==> config.mk <==
export PLATFORM = sky130hd
export DESIGN_NAME = ccd_cds_sampler_flat
export DESIGN_NICKNAME = d
export VERILOG_FILES = /design/src/rtl/ccd_cds_sampler_pkg.sv /design/src/rtl/ccd_cds_sampler_if.sv /design/src/rtl/ccd_cds_sampler_pix_fifo.sv /design/src/rtl/ccd_cds_sampler.sv /design/src/flat_wrapper.sv
export SDC_FILE = /design/constraint.sdc
export NUM_CORES = 1
export LEC_CHECK = 0
export CAP_MARGIN = 5
export CORE_MARGIN = 1
export CORE_UTILIZATION = 42
export DETAILED_ROUTE_END_ITERATION = 8
export PLACE_DENSITY_LB_ADDON = 0.15
export SYNTH_ARGS = -nofsm -noshare
export SYNTH_HDL_FRONTEND = slang
export SYNTH_SLANG_ARGS = --single-unit
==> constraint.sdc <==
create_clock -name clk -period 2.8 [get_ports clk]
set_clock_uncertainty 0.05 [all_clocks]
set_input_delay 0.42 -clock clk [delete_from_list [all_inputs] [get_ports clk]]
set_output_delay 0.42 -clock clk [all_outputs]
set_load 0.02 [all_outputs]
==> src/rtl/ccd_cds_sampler_pkg.sv <==
// Shared types and defaults for the CCD correlated-double-sampling receiver.
// The optional zero-clamp of the CDS difference is selected with CCD_CDS_CLAMP_EN.
package ccd_pkg;

    localparam int CCD_ADC_W           = 8;
    localparam int CCD_PIXELS_PER_LINE = 16;

    typedef enum logic [2:0] {
        IDLE     = 3'd0,
        WAIT_R   = 3'd1,
        SETTLE_R = 3'd2,
        WAIT_S   = 3'd3,
        SETTLE_S = 3'd4
    } cds_state_t;

    typedef struct packed {
        logic [CCD_ADC_W-1:0] data;
        logic                 last;
    } pix_entry_t;

endpackage

==> src/rtl/ccd_cds_sampler_if.sv <==
// Pixel stream from the CDS sampler to the readout path.
// Handshake: a beat transfers on a rising clk edge where pix_valid && pix_ready;
// while pix_valid is high, pix_data/pix_last stay stable until that transfer.
interface ccd_cds_sampler_if #(
    parameter int ADC_W = 8
) ();
    logic [ADC_W-1:0] pix_data;
    logic             pix_last;
    logic             pix_valid;
    logic             pix_ready;

    modport master (output pix_data, output pix_last, output pix_valid, input pix_ready);
    modport slave  (input pix_data, input pix_last, input pix_valid, output pix_ready);
endinterface

==> src/rtl/ccd_cds_sampler_pix_fifo.sv <==
// First-word-fall-through FIFO for pixel entries; a push into a full FIFO is
// accepted only when a pop happens in the same cycle.
module ccd_pix_fifo #(
    parameter int W     = 9,
    parameter int DEPTH = 4
) (
    input  logic         clk,
    input  logic         rst,
    input  logic         push,
    input  logic [W-1:0] push_data,
    input  logic         pop,
    output logic [W-1:0] rd_data,
    output logic         full,
    output logic         empty
);
    localparam int AW = $clog2(DEPTH);

    logic [W-1:0]  mem [DEPTH];
    logic [AW-1:0] wr_ptr;
    logic [AW-1:0] rd_ptr;
    logic [AW:0]   count;
    logic          do_pop;
    logic          do_push;

    assign full    = (count == (AW+1)'(DEPTH));
    assign empty   = (count == '0);
    assign do_pop  = pop && !empty;
    assign do_push = push && (!full || do_pop);
    // Head is forced to zero when empty so the stream reads 0 out of reset.
    assign rd_data = empty ? '0 : mem[rd_ptr];

    always_ff @(posedge clk) begin
        if (rst) begin
            wr_ptr <= '0;
            rd_ptr <= '0;
            count  <= '0;
        end else begin
            if (do_push) wr_ptr <= wr_ptr + 1'b1;
            if (do_pop)  rd_ptr <= rd_ptr + 1'b1;
            case ({do_push, do_pop})
                2'b10:   count <= count + 1'b1;
                2'b01:   count <= count - 1'b1;
                default: count <= count;
            endcase
        end
    end

    always_ff @(posedge clk) begin
        if (do_push) mem[wr_ptr] <= push_data;
    end
endmodule

==> src/rtl/ccd_cds_sampler.sv <==
// CCD phase-clock receiver: samples reset and signal levels per pixel and
// streams their difference. Define CCD_CDS_CLAMP_EN to clamp negative results to 0.
module ccd_cds_sampler
    import ccd_pkg::*;
#(
    parameter int ADC_W           = CCD_ADC_W,
    parameter int PIXELS_PER_LINE = CCD_PIXELS_PER_LINE,
    parameter int SETTLE          = 2,
    parameter int FIFO_DEPTH      = 4
) (
    input  logic                               clk,
    input  logic                               rst,
    input  logic                               phi_p,
    input  logic                               phi_l1,
    input  logic                               phi_l2,
    input  logic                               phi_r,
    input  logic [ADC_W-1:0]                   adc_data,
    ccd_cds_sampler_if.master                  pix,
    output logic [$clog2(PIXELS_PER_LINE)-1:0] pix_idx,
    output logic                               ovf,
    output logic                               seq_err,
    input  logic                               clr_err,
    output cds_state_t                         fsm_state
);
    localparam int IDX_W = $clog2(PIXELS_PER_LINE);

    typedef struct packed {
        logic [ADC_W-1:0] data;
        logic             last;
    } entry_t;

    // Registered phases {p, l1, l2, r} and their one-cycle-older copy.
    logic [3:0] ph_q;
    logic [3:0] ph_qq;
    logic       p_rise;
    logic       l2_fall;
    logic       r_fall;
    logic       unused_l1_edge;

    cds_state_t       state, state_n;
    logic [3:0]       cnt, cnt_n;
    logic [IDX_W-1:0] idx, idx_n;
    logic [ADC_W-1:0] rst_lvl, rst_lvl_n;
    logic [ADC_W-1:0] diff;
    logic             push;
    logic             is_last;
    logic             seq_set;
    logic             ovf_set;
    logic             pop;
    logic             fifo_full;
    logic             fifo_empty;
    entry_t           push_entry;
    entry_t           head;

    assign p_rise         =  ph_q[3] & ~ph_qq[3];
    assign l2_fall        = ~ph_q[1] &  ph_qq[1];
    assign r_fall         = ~ph_q[0] &  ph_qq[0];
    assign unused_l1_edge =  ph_q[2] ^  ph_qq[2];

    assign is_last = (idx == IDX_W'(PIXELS_PER_LINE - 1));

`ifdef CCD_CDS_CLAMP_EN
    assign diff = (rst_lvl > adc_data) ? (rst_lvl - adc_data) : '0;
`else
    assign diff = rst_lvl - adc_data;
`endif

    always_ff @(posedge clk) begin
        if (rst) begin
            ph_q    <= '0;
            ph_qq   <= '0;
            state   <= IDLE;
            cnt     <= '0;
            idx     <= '0;
            rst_lvl <= '0;
            ovf     <= 1'b0;
            seq_err <= 1'b0;
        end else begin
            ph_q    <= {phi_p, phi_l1, phi_l2, phi_r};
            ph_qq   <= ph_q;
            state   <= state_n;
            cnt     <= cnt_n;
            idx     <= idx_n;
            rst_lvl <= rst_lvl_n;
            // A fresh error in the clearing cycle keeps the flag set.
            ovf     <= (ovf & ~clr_err) | ovf_set;
            seq_err <= (seq_err & ~clr_err) | seq_set;
        end
    end

    always_comb begin
        state_n   = state;
        cnt_n     = cnt;
        idx_n     = idx;
        rst_lvl_n = rst_lvl;
        push      = 1'b0;
        seq_set   = 1'b0;
        case (state)
            IDLE: begin
                if (p_rise) begin
                    state_n = WAIT_R;
                    idx_n   = '0;
                end
            end
            WAIT_R: begin
                if (l2_fall) seq_set = 1'b1;
                if (r_fall) begin
                    state_n = SETTLE_R;
                    cnt_n   = 4'(SETTLE - 1);
                end
            end
            SETTLE_R: begin
                if (l2_fall) seq_set = 1'b1;
                if (cnt == '0) begin
                    rst_lvl_n = adc_data;
                    state_n   = WAIT_S;
                end else begin
                    cnt_n = cnt - 1'b1;
                end
            end
            WAIT_S: begin
                if (r_fall) begin
                    seq_set = 1'b1;
                    state_n = SETTLE_R;
                    cnt_n   = 4'(SETTLE - 1);
                end else if (l2_fall) begin
                    state_n = SETTLE_S;
                    cnt_n   = 4'(SETTLE - 1);
                end
            end
            SETTLE_S: begin
                if (r_fall) begin
                    seq_set = 1'b1;
                    state_n = SETTLE_R;
                    cnt_n   = 4'(SETTLE - 1);
                end else if (cnt == '0) begin
                    push    = 1'b1;
                    idx_n   = is_last ? '0 : idx + 1'b1;
                    state_n = is_last ? IDLE : WAIT_R;
                end else begin
                    cnt_n = cnt - 1'b1;
                end
            end
            default: state_n = IDLE;
        endcase
        // A new line mid-pixel abandons the partial pixel but keeps queued data.
        if (state != IDLE && p_rise) begin
            seq_set = 1'b1;
            push    = 1'b0;
            idx_n   = '0;
            cnt_n   = '0;
            state_n = WAIT_R;
        end
    end

    assign pop        = pix.pix_ready && !fifo_empty;
    assign ovf_set    = push && fifo_full && !pop;
    assign push_entry = '{data: diff, last: is_last};

    ccd_pix_fifo #(
        .W     (ADC_W + 1),
        .DEPTH (FIFO_DEPTH)
    ) u_fifo (
        .clk       (clk),
        .rst       (rst),
        .push      (push),
        .push_data (push_entry),
        .pop       (pop),
        .rd_data   (head),
        .full      (fifo_full),
        .empty     (fifo_empty)
    );

    assign pix.pix_data  = head.data;
    assign pix.pix_last  = head.last;
    assign pix.pix_valid = !fifo_empty;
    assign pix_idx       = idx;
    assign fsm_state     = state;
endmodule

==> src/flat_wrapper.sv <==
// flat-port wrapper written by rule: the top's interface ports become plain ports
module ccd_cds_sampler_flat import ccd_pkg::*;
#(
    parameter int ADC_W           = CCD_ADC_W,
    parameter int PIXELS_PER_LINE = CCD_PIXELS_PER_LINE,
    parameter int SETTLE          = 2,
    parameter int FIFO_DEPTH      = 4
)
  (clk, rst, phi_p, phi_l1, phi_l2, phi_r, adc_data, pix_idx, ovf, seq_err, clr_err, fsm_state, pix_pix_data, pix_pix_last, pix_pix_valid, pix_pix_ready);
  ccd_cds_sampler_if #(.ADC_W(ADC_W)) pix_i ();
  input  logic clk;
  input  logic rst;
  input  logic phi_p;
  input  logic phi_l1;
  input  logic phi_l2;
  input  logic phi_r;
  input  logic [ADC_W-1:0] adc_data;
  output logic [$clog2(PIXELS_PER_LINE)-1:0] pix_idx;
  output logic ovf;
  output logic seq_err;
  input  logic clr_err;
  output cds_state_t fsm_state;
  output wire logic [$bits(pix_i.pix_data)-1:0] pix_pix_data;
  output wire logic [$bits(pix_i.pix_last)-1:0] pix_pix_last;
  output wire logic [$bits(pix_i.pix_valid)-1:0] pix_pix_valid;
  input wire logic [$bits(pix_i.pix_ready)-1:0] pix_pix_ready;
  assign pix_pix_data = pix_i.pix_data;
  assign pix_pix_last = pix_i.pix_last;
  assign pix_pix_valid = pix_i.pix_valid;
  assign pix_i.pix_ready = pix_pix_ready;
  ccd_cds_sampler #(.ADC_W(ADC_W), .PIXELS_PER_LINE(PIXELS_PER_LINE), .SETTLE(SETTLE), .FIFO_DEPTH(FIFO_DEPTH)) u_core (.clk(clk), .rst(rst), .phi_p(phi_p), .phi_l1(phi_l1), .phi_l2(phi_l2), .phi_r(phi_r), .adc_data(adc_data), .pix(pix_i), .pix_idx(pix_idx), .ovf(ovf), .seq_err(seq_err), .clr_err(clr_err), .fsm_state(fsm_state));
endmodule
After elaboration in Yosys (flattened, before gate mapping)
Memories as Yosys holds them, arrays and structs flattened. A register that Yosys moved wholly into a read port is not among the register bits.
Cells that the tools add are included.
{"block": "word_totals", "ff_bits": 36, "ram_bits": 36, "input_bits": 16, "wordCells": 111, "n_memories": 1}
{"name": "u_core.u_fifo.mem", "words": 4, "word_bits": 9, "rd": 1, "rd_ports_with_merged_regs": 1, "wr": 1, "line": "ccd_cds_sampler_pix_fifo.sv:18", "text": "logic [W-1:0] mem [DEPTH];"}
{"block": "op_classes", "addsub": 7, "eq_ne": 20, "n_mux": 35, "bitwise": 11, "reduce_logical": 25}
{"operator": "2-to-1 mux 4 bit", "n": 9}
{"operator": "2-to-1 mux 3 bit", "n": 7}
{"operator": "case mux 4 bit (4 select lines)", "n": 1}
{"operator": "!= test 3 x 1 -> 1 bit, second input constant", "n": 5}
{"operator": "case mux 3 bit (5 select lines)", "n": 1}
{"operator": "2-to-1 mux 1 bit", "n": 11}
{"operator": "AND reduction 5 bit", "n": 2}
{"operator": "2-to-1 mux 9 bit", "n": 1}
{"operator": "!= test 2 x 1 -> 1 bit, second input constant", "n": 4}
{"operator": "!= test 4 x 1 -> 1 bit, second input constant", "n": 2}
{"operator": "case mux 4 bit (2 select lines)", "n": 1}
{"operator": "subtractor 8 bit", "n": 1}
{"operator": "== test 3 x 2 -> 1 bit, second input constant", "n": 2}
{"operator": "== test 3 bit, second input constant", "n": 2}
{"operator": "logical AND 1 bit", "n": 6}
{"operator": "logical NOT 3 bit", "n": 2}
{"operator": "case mux 3 bit (2 select lines)", "n": 1}
{"operator": "OR reduction 2 bit", "n": 3}
{"operator": "bitwise AND 1 bit", "n": 5}
{"operator": "adder 2 x 1 -> 2 bit, second input constant", "n": 2}
{"operator": "adder 4 x 1 -> 4 bit, second input constant", "n": 1}
{"operator": "== test 4 bit, second input constant", "n": 1}
{"operator": "logical NOT 4 bit", "n": 1}
{"operator": "2-to-1 mux 2 bit", "n": 2}
{"operator": "18 further kinds", "n": 25}

Depth between registers and ports, before layout
{"block": "depth", "ltp_word": 8, "ltp_mapped": 9, "ltp_nobuf": 8}

Hierarchy
A second synthesis with hierarchy kept.
{"block": "unflattened", "hier_cells": 314, "hier_area_um2": 3469.6}
{"module": "ccd_pix_fifo", "n_inst": 1, "cells_each": 111, "area_each_um2": 1876.8, "seq_area_each_um2": 1261.2}
{"module": "ccd_cds_sampler", "n_inst": 1, "cells_each": 203, "area_each_um2": 1592.8, "seq_area_each_um2": 540.5}

Least setup slack after synthesis
OpenSTA, ideal clock, no wires.
{"block": "synth_timing", "path_type": "register to register", "startpoint": "register u_core.cnt[0]", "endpoint": "register u_core.u_fifo.count[2]", "setup_ns": 0.123, "arrival_ns": 2.293, "required_ns": 2.627, "path_slack_ns": 0.333, "stages_incl_launch_ff": 10, "path_cell_list": "dfxtp_1 -> inv_1 -> ha_1 -> or3b_1 -> buf_6 -> o41ai_2 -> fa_1 -> nand2_1 -> o2bb2ai_1 -> mux2_1"}
{"block": "synth_via", "elab_chain_cells": 8}
{"element": "start, declared", "line": "ccd_cds_sampler.sv:41", "text": "logic [3:0] cnt, cnt_n;"}
{"element": "start signal, assigned", "line": "ccd_cds_sampler.sv:82", "text": "cnt <= cnt_n;"}
{"element": "logical NOT 4 bit *", "line": "ccd_cds_sampler.sv:136", "text": "end else if (cnt == '0) begin"}
{"element": "2-to-1 mux 1 bit *", "line": "ccd_cds_sampler.sv:136"}
{"element": "2-to-1 mux 1 bit *", "line": "ccd_cds_sampler.sv:132", "text": "if (r_fall) begin"}
{"element": "2-to-1 mux 1 bit *", "line": "ccd_cds_sampler.sv:98", "text": "case (state)"}
{"element": "2-to-1 mux 1 bit *", "line": "ccd_cds_sampler.sv:147", "text": "if (state != IDLE && p_rise) begin"}
{"element": "logical AND 1 bit *", "line": "ccd_cds_sampler_pix_fifo.sv:28", "text": "assign do_push = push && (!full || do_pop);"}
{"element": "== test 2 x 1 -> 1 bit / == test 2 bit (equally long branches)", "line": "ccd_cds_sampler_pix_fifo.sv:40", "text": "case ({do_push, do_pop})"}
{"element": "case mux 3 bit (2 select lines) / nonzero test 2 bit (equally long branches)"}
{"element": "end signal, assigned", "line": "ccd_cds_sampler_pix_fifo.sv:41", "text": "2'b10: count <= count + 1'b1;"}
{"element": "end signal, assigned", "line": "ccd_cds_sampler_pix_fifo.sv:42", "text": "2'b01: count <= count - 1'b1;"}
{"element": "end signal, assigned", "line": "ccd_cds_sampler_pix_fifo.sv:43", "text": "default: count <= count;"}
{"element": "end, declared", "line": "ccd_cds_sampler_pix_fifo.sv:21", "text": "logic [AW:0] count;"}
Mark *: on every way between the ends. The rest lies on a longest branch, timed or not.
A chain may end at the register's enable or synchronous reset.

Worst setup path in the final report
Same ends and word-level chain as after synthesis.

==> qor.csv <==
stage,metric,value,unit
run_status,status,"complete, no violations",
worst_setup_path,worstPathArrival,2.73,ns
clock_tree,cts_tree,yes,
pwr,p_per_area,705,mW/mm^2
yosys,ys_seq_area_share,52.9,%
yosys,synth_edf_count,36,
yosys,synthDistinctLibCells,56,
drt,post_drt_wl_per_cell,13.1,um
clock_tree,ctsHtreeMaxLevel,3,
worst_hold_path,min_path_cells,1,
worst_setup_path,startpoint_type,flip-flop,
placed_design,hpwlAfterDp,4.22,mm
clock_tree,clkSinkCount,72,
sta,setup_slack,0.240,ns
yosys,avgSynthCellArea,11.2,um^2
sta,fin_crit_sh,91.4,%
clock_tree,cts_resized,0,
sta,rsz0062_at_grt,no,
yosys,synth_area,0.00340,mm^2
clock_tree,cts_buffer_depth,2,
placed_design,routabilityCongestion,0.773,
drt,first_pass_iters,5,
grt,grtUsageTotal,15.8,%
pwr,power,2890,uW
placed_design,port_buffers,33,
sta,max_freq,391,MHz
sta,relSlewSlack,64.6,%
yosys,synth_flop_cell,edfxtp_1,
floorplan,core_area,0.00777,mm^2
worst_setup_path,endpoint,u_core.u_fifo.count[2]$_SDFFE_PP0P_,
clock_tree,postCtsHoldBufs,0,
drt,postRouteAntennaNets,0,
yosys,yosys-top-cells-count,"nor2_1, dfxtp_1, edfxtp_1, nor2b_1",
yosys,synthArstFlopShare,0,%
yosys,synthCells,304,
sta,tightest_slew,0.526,ns
floorplan,die_area,0.00847,mm^2
floorplan,io-pin-count,35,
yosys,syn_nets,335,
clock_tree,root_buffer,clkbuf_8,
finish,drive_above_1_share,12.4,%
yosys,yosys_register_bits,72,
sta,hold_viol_final,0,
sta,worst_hold_slack,0.428,ns
floorplan,start_util,43.8,%
worst_setup_path,rr_worst_depth,8,
worst_setup_path,cp_cell_sequence,inv_1 -> ha_1 -> or3b_1 -> o41ai_2 -> fa_1 -> nand2_1 -> o2bb2ai_1 -> mux2_1,
clock_tree,cts_inserted_buffers,9,
yosys,ys.warnings.count,0,
flow_run,drv_cap,0,
finish,synthToLayoutAreaGrowth,20.6,%
finish,antenna_cells,0,
grt,first_global_vias,2182,
worst_setup_path,reg2reg_slack,0.24,ns
sta,fin_tns_setup,0,ns
finish,utilization,52.8,%
worst_setup_path,slowest_stage,o41ai_2,
sta,maxSlewViolCount,0,
floorplan,num_rows,32,
finish,nets,381,
drt,drc,0,
placed_design,place_ws,0.187,ns
grt,grt_pass1_wl,10.1,mm
worst_setup_path,critPathKind,flip-flop to flip-flop,
clock_tree,clk_latency,0.34,ns
pwr,ir_worst_vdd,0.376,mV
worst_setup_path,r2r-start,u_core.cnt[0]$_SDFFE_PP0P_,
clock_tree,cts_setup_buffers,0,
worst_setup_path,cp_max_fo,3,
sta,finalSetupViolCount,0,
drt,drt_wl_total,5.97,mm
grt,grt_max_degree,28,
yosys,netlist.area_leader.share,31.8,%
worst_setup_path,rr_endpoint,u_core.u_fifo.count[2]$_SDFFE_PP0P_,
grt,antenna_found_initial,0,
worst_setup_path,slowest_delay,0.52,ns
grt,grt-ovfl-total,0,
worst_setup_path,worst_setup_path_end_kind,flip-flop,
drt,vias,2290,
worst_setup_path,crit_required,2.97,ns
drt,drtIter0Drc,90,
worst_setup_path,cp-startpoint,u_core.cnt[0]$_SDFFE_PP0P_,
yosys,yosys.area.top_type,edfxtp_1,
floorplan,die_h,92.0,um
clock_tree,path_clk_slew,0.08,ns
floorplan,die_w,92.0,um
worst_hold_path,hold_class,flip-flop to flip-flop,
yosys,netlist_top_cells_area,"edfxtp_1, dfxtp_1, mux4_2, ha_1, nor2_1",
pwr,leakage,0.00151,uW
yosys,synth_most_common_cell,nor2_1,
sta,period_needed,2.56,ns
drt,vias_per_cell,5.02,
==> power breakdown <==
group	switching (uW)	internal, uW
combinational	454	441
clock	379	407
sequential	43.3	1170
total	876	2020
==> cell type report <==
class / instances / area [um^2]
inverters: 20 / 75.1
clock buffers: 10 / 128
repair buffers: 48 / 443
flip-flops and latches: 72 / 1800
well taps: 102 / 128
fillers: 694 / 3660
multi-input cells: 199 / 1470
clock inverters: 5 / 58.8
==> sequential cells by signal, summed over array words and instances, names as in the netlist, named ones only <==
signal	count
u_core.u_fifo.wr_ptr	2
u_core.ph_qq	3
u_core.u_fifo.mem	36
u_core.ovf	1
u_core.u_fifo.rd_ptr	2
u_core.fsm_state	3
u_core.rst_lvl	8
u_core.u_fifo.count	3
u_core.pix_idx	4
u_core.cnt	4
u_core.seq_err	1
u_core.ph_q	3
==> how the worst min path moves through the flow <==
stage | from | end
after global routing | u_core.ph_q[3]$_SDFF_PP0_ | u_core.ph_qq[3]$_SDFF_PP0_
after global placement | u_core.ph_q[3]$_SDFF_PP0_ | u_core.ph_qq[3]$_SDFF_PP0_
after CTS | u_core.ph_q[3]$_SDFF_PP0_ | u_core.ph_qq[3]$_SDFF_PP0_
final | u_core.ph_q[3]$_SDFF_PP0_ | u_core.ph_qq[3]$_SDFF_PP0_
after detailed placement | u_core.ph_q[3]$_SDFF_PP0_ | u_core.ph_qq[3]$_SDFF_PP0_
after floorplan | u_core.ph_q[1]$_SDFF_PP0_ | u_core.ph_qq[1]$_SDFF_PP0_
==> placed cells by master (no fill, tap or decap), drive strengths merged, types with 2 or more instances in the layout <==
master and instances:
or3b 3, nand2 8, nand3b 3, clkdlybuf4s50 33
and2 4, nor4 2, buf 15, xor2 2
clkbuf 10, a211oi 3, nor2 41, clkinv 2
fa 2, dfxtp 36, o31ai 3, or3 2
nor3 8, o21ai 7, nand4b 3, edfxtp 36
inv 20, ha 13, xnor2 7, nand3 4
nand2b 4, mux4 9, mux2i 3, clkinvlp 2
a21oi 20, nor2b 23, a21boi 2
==> metal layers <==
layer  track usage, %  vias to the layer above  share of wire [%]
li1                 -                     1183                  -
met1             21.2                     1051                 51
met4             8.98                        0                2.2
met5                0                        -                  0
met2             24.1                       44                 43
met3             2.99                       12                3.1
==> through the flow <==
| stage | instances | cell area (um^2) |
|---|---|---|
| floorplan | 304 | 3400 |
| global placement | 441 | 3920 |
| detailed placement | 441 | 3920 |
| CTS | 456 | 4100 |
| global route | 456 | 4100 |
| finish | 456 | 4100 |
==> critical path: cells and delay by family, from the launching register on <==
| kind | cells | cell delay (ns) |
|---|---|---|
| multiplexers | 1 | 0.33 |
| AND/OR/NAND/NOR | 2 | 0.49 |
| adder cells (fa/ha/maj) | 2 | 0.46 |
| flip-flops | 1 | 0.32 |
| buffers and inverters | 1 | 0.08 |
| AO/OA/AOI/OAI | 2 | 0.70 |
==> cell families (layout without fill, tap and decap cells) <==
group | count (synthesis) | in the layout | synth area share (%)
AND/OR/NAND/NOR | 110 | 110 | 17.2
flip-flops | 72 | 72 | 52.9
AO/OA/AOI/OAI | 52 | 52 | 10.5
buffers and inverters | 33 | 83 | 3.90
adder cells (fa/ha/maj) | 15 | 15 | 5.96
multiplexers | 13 | 13 | 7.17
XOR/XNOR | 9 | 9 | 2.32
Power figures use the tool's default switching activity.
==> RTL change, RTL diff (same flow settings) <==
Make the reset (`rst`) asynchronous in 2 clocked blocks.
--- a/src/rtl/ccd_cds_sampler_pix_fifo.sv
+++ b/src/rtl/ccd_cds_sampler_pix_fifo.sv
@@ -29,7 +29,7 @@
     // Head is forced to zero when empty so the stream reads 0 out of reset.
     assign rd_data = empty ? '0 : mem[rd_ptr];
 
-    always_ff @(posedge clk) begin
+    always_ff @(posedge clk or posedge rst) begin
         if (rst) begin
             wr_ptr <= '0;
             rd_ptr <= '0;
--- a/src/rtl/ccd_cds_sampler.sv
+++ b/src/rtl/ccd_cds_sampler.sv
@@ -65,7 +65,7 @@
     assign diff = rst_lvl - adc_data;
 `endif
 
-    always_ff @(posedge clk) begin
+    always_ff @(posedge clk or posedge rst) begin
         if (rst) begin
             ph_q    <= '0;
             ph_qq   <= '0;
Function: differs if rst is asserted again (counterexample within 4 cycles, from zero or initial values and one cycle with rst high); with rst held inactive, the same outputs for 10 cycles.
==> RTL change against the original RTL <==
Critical path depth down 4. Total power is 41% higher. Core utilization down 0.43 points. Wire length fell by 3.8%. Sequential power is 28% higher. Setup slack got worse by 87 ps. Sequential cell count is 2 lower. Area after synthesis is 2.2% lower. Hold slack got worse by 83 ps. Combinational power grew 82%. Final area fell by 1.8%. Critical endpoint is now pix_pix_data[7].
==> RTL change: results (changes against the original RTL) <==
syn_nets = 289 (-14%)
status = complete, no violations
initial DRC count = 76 (-16%)
post_cts resized = 0 (unchanged)
Post-synth top flop = edfxtp_1
CP arrival = 2180 ps (-550 ps)
first-pass GRT wire length = 9729 um (-3.9%)
Clock Pin Slew Worst Setup and Hold Paths = 70 ps
postcts setup bufs = 0 (unchanged)
Ys Warns = 0 (unchanged)
post-synthesis mux area share = 0.07822 (+0.006534)
via count = 2066 (-9.8%)
all-layer global routing usage = 0.1547 (-0.003639)
largest net degree at the start of global routing = 35 (+25%)
drt pass-1 iters = 4 (-1)
CTS Buf Count = 9 (unchanged)
# port buffers = 33 (unchanged)
synth unique cells = 47 (-16%)
biggest regs = u_core.u_fifo.mem (36), u_core.rst_lvl (8)
Max-slew headroom = 0.5128 (-0.1335)
initial antenna violation count = 0 (unchanged)
clk root buf = clkbuf_8
vias in the first global route = 2025 (-7.2%)
top cells by count, synth = edfxtp_1 (36), dfrtp_1 (34), nand2_1 (18)
Hold Crit Class = reg -> reg
Clock Path Buffers = 2 (unchanged)
worst-path fanout max = 9 (+6)
H-Tree Depth = 3 (unchanged)
clk_lat worst skew = 330 ps
Fill cells = 679 (-2.2%)
gpl congestion = 0.7876 (+1.9%)
Area contributors post-synth = edfxtp_1 (32%), dfrtp_1 (26%), mux4_2 (6.1%)
Layout Nets = 332 (-13%)
sequential area share after synthesis = 0.5807 (+0.05126)
share of cells above drive strength 1 = 0.1471 (+0.02277)
Leakage Power = 1.570 nW (+3.9%)
post-synthesis compound-gate area fraction = 0.08011 (-0.02467)
XOR/XNOR Fraction of Synth Area = 0.03686 (+0.01369)
Adder-Cell Fraction of Synth Area = 0.06093 (+0.001366)
EDFF count, synth = 36 (unchanged)
wire length per cell = 14.09 um (+7.5%)
HPWL Detailed = 3949 um (-6.5%)
Post-synth ARST share = 0.4857 (+0.4857)
peak supply drop = 0.3641 mV (-3.2%)
diode count = 0 (unchanged)
==> RTL change: report_power, final <==
part | switching, mW | internal (mW) | leakage (nW)
Clock | 0.378 | 0.523 | 0.108
Combinational | 0.823 | 0.804 | 0.727
Sequential | 0.149 | 1.40 | 0.735
==> RTL change: critical path, cell delays in order, from the launching register on <==
cell             delay [ps]
dfrtp_1                 380
buf_4                   240
mux4_2                  530
and2_1                  170
clkdlybuf4s50_1         530
==> RTL change: cell type report <==
class | instances | area share
inverters | 17 | 0.01584
multi-input cells | 163 | 0.3225
clock inverters | 6 | 0.02112
well taps | 102 | 0.03169
repair buffers | 40 | 0.09506
flip-flops and latches | 70 | 0.4797
clock buffers | 10 | 0.03417
==> RTL change: logic make-up after synthesis <==
| family | count (synthesis) |
|---|---|
| xor gates and xnor gates | 14 |
| buffers and inverters | 25 |
| muxes | 14 |
| and+or+nand+nor | 77 |
| AOI/OAI and AO/OA | 43 |
| adders and majority gates | 15 |
| DFF | 70 |
==> RTL change: layer usage <==
layer  global-route usage  wire, um  part of all wire
met5                    0         0                 0
met4              0.07143        86             0.015
met3              0.02848       192             0.033
met2               0.2645      2903              0.51
met1               0.1903      2565              0.45
==> RTL change: stage by stage <==
stage | hold WS (ps) | total power, mW | setup WS (ps) | std cells | area [um^2]
6_report | 345.8 | 4.075 | 153.1 | 408 | 4028
5_1_grt | 370.5 | 4.359 | 38.44 | 408 | 4028
4_1_cts | 349.7 | 4.124 | 114.2 | 408 | 4028
3_5_place_dp | 329.2 | 3.222 | 133.6 | 392 | 3805
3_3_place_gp | 329.2 | 3.195 | 141.2 | 392 | 3805
2_1_floorplan | 316.4 | 2.708 | 365.6 | 258 | 3327
==> RTL change: final timing paths <==
kind	start	to	slack, ps	cells after the start
max	u_core.u_fifo.rd_ptr[0]	pix_pix_data[7]	150	4
min	u_core.ph_q[0]	u_core.ph_qq[0]	350	0
max reg2reg	u_core.cnt[0]	u_core.u_fifo.count[2]	270	9
min reg2reg	u_core.ph_q[0]	u_core.ph_qq[0]	350	0
max in group asynchronous	rst	u_core.ph_qq[1]	1950	3
min in group asynchronous	rst	u_core.u_fifo.wr_ptr[1]	430	3
